--- src/rtl/psmac_accum.sv ---
// rtl/psmac_accum.sv - precision-scalable multi-lane MAC accumulator with two-stage pipeline
// Optional macro PSMAC_SAT_EN: saturating accumulator with sticky overflow flag.
module psmac_accum #(
    parameter int LANES = 4,
    parameter int ACC_W = 24
) (
    input  logic                 clk,
    input  logic                 rst,
    input  logic [1:0]           mode,
    input  logic                 sx,
    input  logic                 sy,
    input  logic [8*LANES-1:0]   ip,
    input  logic [8*LANES-1:0]   wt,
    input  logic                 in_first,
    input  logic                 in_last,
    input  logic                 in_valid,
    output logic                 in_ready,
    output logic [ACC_W-1:0]     out_data,
    output logic [7:0]           out_beats,
    output logic                 out_ovf,
    output logic                 out_valid,
    input  logic                 out_ready
);

    // 18 bits holds any lane sum: 255*255 at most, -128*255 at least.
    localparam int LW = 18;
    localparam int WW = ACC_W + 8;

    function automatic logic [LW-1:0] lane_sum(
        input logic [7:0] a,
        input logic [7:0] b,
        input logic [1:0] m,
        input logic       sa,
        input logic       sb
    );
        logic [LW-1:0] s;
        logic [LW-1:0] fa;
        logic [LW-1:0] fb;
        s = '0;
        case (m)
            2'b00: begin
                for (int k = 0; k < 4; k++) begin
                    fa = {{(LW-2){sa & a[2*k+1]}}, a[2*k +: 2]};
                    fb = {{(LW-2){sb & b[2*k+1]}}, b[2*k +: 2]};
                    s  = s + fa * fb;
                end
            end
            2'b01: begin
                for (int k = 0; k < 2; k++) begin
                    fa = {{(LW-4){sa & a[4*k+3]}}, a[4*k +: 4]};
                    fb = {{(LW-4){sb & b[4*k+3]}}, b[4*k +: 4]};
                    s  = s + fa * fb;
                end
            end
            default: begin
                fa = {{(LW-8){sa & a[7]}}, a};
                fb = {{(LW-8){sb & b[7]}}, b};
                s  = fa * fb;
            end
        endcase
        return s;
    endfunction

    logic              stall;
    logic [LW-1:0]     lane_c  [LANES];
    logic [LW-1:0]     s1_lane [LANES];
    logic              s1_valid;
    logic              s1_first;
    logic              s1_last;

    logic [ACC_W-1:0]  acc;
    logic [7:0]        cnt;
    logic              ovf;
    logic              open;

    logic              first_eff;
    logic [WW-1:0]     beat;
    logic [WW-1:0]     sum;
    logic [ACC_W-1:0]  acc_nx;
    logic [7:0]        cnt_nx;
    logic              clip;
    logic              ovf_nx;

    assign stall    = out_valid & ~out_ready;
    assign in_ready = ~stall;

    always_comb begin
        for (int i = 0; i < LANES; i++) begin
            lane_c[i] = lane_sum(ip[8*i +: 8], wt[8*i +: 8], mode, sx, sy);
        end
    end

    always_comb begin
        beat = '0;
        for (int i = 0; i < LANES; i++) begin
            beat = beat + {{(WW-LW){s1_lane[i][LW-1]}}, s1_lane[i]};
        end
    end

    // A beat with no open accumulation starts a new one even without in_first.
    assign first_eff = s1_first | ~open;
    assign sum = (first_eff ? '0 : {{(WW-ACC_W){acc[ACC_W-1]}}, acc}) + beat;

`ifdef PSMAC_SAT_EN
    logic [WW-ACC_W:0] sum_hi;
    logic              fits;
    assign sum_hi = sum[WW-1:ACC_W-1];
    assign fits   = (sum_hi == '0) | (sum_hi == '1);
    assign clip   = ~fits;
    assign acc_nx = fits ? sum[ACC_W-1:0]
                  : (sum[WW-1] ? {1'b1, {(ACC_W-1){1'b0}}} : {1'b0, {(ACC_W-1){1'b1}}});
`else
    logic unused_sum_hi;
    assign unused_sum_hi = ^sum[WW-1:ACC_W];
    assign clip   = 1'b0;
    assign acc_nx = sum[ACC_W-1:0];
`endif

    assign ovf_nx = (~first_eff & ovf) | clip;
    assign cnt_nx = first_eff ? 8'd1 : ((cnt == 8'hFF) ? cnt : cnt + 8'd1);

    always_ff @(posedge clk or posedge rst) begin
        if (rst) begin
            s1_valid  <= 1'b0;
            s1_first  <= 1'b0;
            s1_last   <= 1'b0;
            for (int i = 0; i < LANES; i++) begin
                s1_lane[i] <= '0;
            end
            acc       <= '0;
            cnt       <= '0;
            ovf       <= 1'b0;
            open      <= 1'b0;
            out_data  <= '0;
            out_beats <= '0;
            out_ovf   <= 1'b0;
            out_valid <= 1'b0;
        end else if (!stall) begin
            s1_valid <= in_valid;
            if (in_valid) begin
                s1_first <= in_first;
                s1_last  <= in_last;
                s1_lane  <= lane_c;
            end
            // Not stalled means any held result is being taken this cycle.
            out_valid <= s1_valid & s1_last;
            if (s1_valid) begin
                if (s1_last) begin
                    out_data  <= acc_nx;
                    out_beats <= cnt_nx;
                    out_ovf   <= ovf_nx;
                    acc       <= '0;
                    cnt       <= '0;
                    ovf       <= 1'b0;
                    open      <= 1'b0;
                end else begin
                    acc  <= acc_nx;
                    cnt  <= cnt_nx;
                    ovf  <= ovf_nx;
                    open <= 1'b1;
                end
            end
        end
    end

endmodule

--- config.mk ---
export PLATFORM = sky130hd
export DESIGN_NAME = psmac_accum
export DESIGN_NICKNAME = d
export VERILOG_FILES = /design/src/rtl/psmac_accum.sv
export SDC_FILE = /design/constraint.sdc
export NUM_CORES = 2
export LEC_CHECK = 0
export CAP_MARGIN = 15
export CORE_MARGIN = 5
export CORE_UTILIZATION = 25
export DETAILED_ROUTE_END_ITERATION = 12
export MAX_ROUTING_LAYER = met4
export PLACE_DENSITY = 0.45
export SLEW_MARGIN = 20
export SYNTH_ARGS = -nofsm -noshare
export SYNTH_HDL_FRONTEND = slang
export SYNTH_SLANG_ARGS = --single-unit
--- constraint.sdc ---
create_clock -name clk -period 5.75 [get_ports clk]
set_input_delay 0.8625 -clock clk [delete_from_list [all_inputs] [get_ports clk]]
set_output_delay 0.8625 -clock clk [all_outputs]
set_load 0.02 [all_outputs]
==> impl_metrics.tcl <==
set metrics [dict create \
    synth-seq-area-share_pct 9.992 \
    hold_class "flip-flop to flip-flop" \
    clock-root-buffer "clkbuf_16" \
    globalRoute.totalOverflow 0 \
    synth_edf_count 0 \
    port_buffers 108 \
    syn_nets 5112 \
    fin_crit_sh_pct 98.77 \
    yosys_warnings 0 \
    grt_max_degree 82 \
    worstPathArrival_ps 6030 \
    fin_skew_ps 9.387 \
    hold_buffers 0 \
    end_kind "flip-flop" \
    synth_top_area_share_pct 37.68 \
    hold_viol_final 0 \
    maxSlewHeadroom_pct 28.49 \
    drt_iter0_markers 1107 \
    grt_pass1_vias 29717 \
    layoutNonFillerInstCount 6638 \
    fmax_mhz 176.1 \
    viasPerCell 4.179 \
    clockBufferDepth 2 \
    track_usage_pct 14.51 \
    worst_setup_path_start_kind "primary input" \
    die_h_um 388.5 \
    synth-seq-cells 143 \
    core_region_area_mm2 0.1419 \
    antenna_found_initial 9 \
    fp.dieW_um 388.5 \
    grt_setup_unrepaired "true" \
    cts.clk_slew.worst_paths_ps 60 \
    placed_cells 6551 \
    netlist_area_mm2 0.03581 \
    fin_util_pct 32.92 \
    async_flop_share_pct 100.0 \
    drc 0 \
    first_pass_iters 5 \
    worstMarginPinSlew_ps 1066 \
    syn_inst 3976 \
    cts_buffers 17 \
    path_class "primary input to flip-flop" \
    htree_levels 4 \
    finalSetupViolCount 0 \
    cap_violations 0 \
    dieArea_mm2 0.1509 \
    fin_ws_ps 70.99 \
    avgRoutedWirePerCell_um 16.13 \
    areaGrowthSynthToFinish_pct 30.45 \
    path_max_fanout 8 \
    worstSkewPairLatency_ps 440 \
    fin_crit_ps 5679 \
    status "complete, no violations" \
    finalWirelength_um 107000 \
    dpl.hpwl_um 92700 \
    grt_first_pass_wirelength_um 168500 \
    pin_count 109 \
    dp_worst_setup_slack_ps -941.9 \
    holdWs_ps 468.1 \
    avgSynthCellArea_um2 9.007 \
    num_rows 138 \
    num_vias 27743 \
    initial_core_util_pct 25.23 \
    gp_congestion 0.8628 \
    yosysUniqueCellTypes 69 \
    cts_tree "yes" \
    cts_num_sinks 143 \
    layout-drive-gt1-share_pct 23.31 \
    synth_ff_type "dfrtp_1" \
    fin_nets 5865 \
    synth.largest_area_cell "fa_1" \
    crit_required_ps 6110 \
    fill_cells 15007 \
    ant_nets 0 \
    drv_slew 0 \
    synth_area_leaders "fa_1 38%, ha_1 14%, inv_1 11%" \
]
-- Yosys cell counts, types with 37 or more instances --
cell type,n
a21o_1,52
a21oi_1,131
and2_1,157
and3_1,41
clkbuf_1,129
dfrtp_1,143
fa_1,674
ha_1,388
inv_1,1073
nand2_1,336
nand3_1,45
nor2_1,139
nor3_1,41
o21ai_0,90
or2_2,37
xnor2_1,170
-- kinds of logic after synthesis --
family | synth area share, %
xor gates and xnor gates | 5.038
buffers and inverters | 12.66
muxes | 0.8106
and+or+nand+nor | 11.35
adders and majority gates | 51.23
DFF | 9.992
AOI/OAI and AO/OA | 8.909
-- metrics by stage --
step                TNS, ps  cell area [um2]
finish                    0            46720
detailed placement   -44970            44440
CTS                       0            45730
global placement     -42110            44440
floorplan            -16.15            36070
global route         -308.7            46720
-- registers in the layout, indices dropped and copies added, names as in the netlist --
| signal | flops |
|---|---|
| acc | 24 |
| cnt | 8 |
| open | 1 |
| out_beats | 8 |
| out_data | 24 |
| out_ovf | 1 |
| out_valid | 1 |
| ovf | 1 |
| s1_first | 1 |
| s1_lane | 72 |
| s1_last | 1 |
| s1_valid | 1 |
-- final cells by class --
cell class | count | area, um2 | share of cell area (%)
Antenna cell | 8 | 20.02 | 0.04285
Clock inverter | 11 | 143.9 | 0.3080
Sequential cell | 143 | 3578 | 7.660
Clock buffer | 19 | 432.9 | 0.9267
Tap cell | 1890 | 2365 | 5.062
Multi-Input combinational cell | 2625 | 28910 | 61.88
Inverter | 1074 | 4041 | 8.651
Timing Repair Buffer | 868 | 7227 | 15.47
-- routing by layer --
layer / wire [um] / part of all wire (%) / vias up / GRT usage, %
met5: 0 / 0 / - / -
met1: 50590 / 47 / 13715 / 19.48
li1: - / - / 13633 / -
met4: 1831 / 1.7 / 0 / 2.258
met3: 3463 / 3.2 / 73 / 1.793
met2: 51160 / 48 / 322 / 24.04
-- final timing paths --
| check | slack [ps] | cells after the start | start | endpoint |
|---|---|---|---|---|
| max | 70 | 21 | wt[23] | s1_lane[35] |
| min | 470 | 2 | acc[0] | acc[0] |
| max reg2reg | 200 | 23 | s1_lane[19] | out_data[23] |
| min reg2reg | 470 | 2 | acc[0] | acc[0] |
| max in group asynchronous | 3750 | 3 | rst | s1_lane[21] |
| min in group asynchronous | 930 | 2 | rst | cnt[5] |
-- cells in the final DEF (no fill, tap or decap), types with 43 or more instances in the layout --
master           instances
inv_1                 1046
buf_4                  698
fa_1                   652
ha_1                   360
nand2_1                303
xnor2_1                163
and2_1                 147
dfrtp_1                143
nor2_1                 130
a21oi_1                111
o21ai_0                 71
a21o_1                  52
clkdlybuf4s50_1         43
-- critical path, stage by stage --
cell,delay (ps)
dlygate4sd2_1,360
nand2_4,70
buf_6,130
or2_4,230
fa_1,520
fa_1,550
inv_2,50
fa_1,480
fa_1,560
inv_2,50
fa_1,520
inv_2,50
ha_4,270
nor2b_4,140
o21ai_2,70
a21oi_2,160
o21ai_2,90
a21o_1,170
a211o_1,300
o211a_4,200
a32oi_1,210
-- what timing repair did --
action | in CTS | in global routing
gates resized for setup | 181 | 218
pin swaps | 85 | 129
gates cloned | 2 | 4
buffers inserted | 21 | 22
setup endpoints to repair | 50 | 56
Power is not shown: default switching activity piles up to over one toggle a cycle in this logic, so the estimate is an artifact.
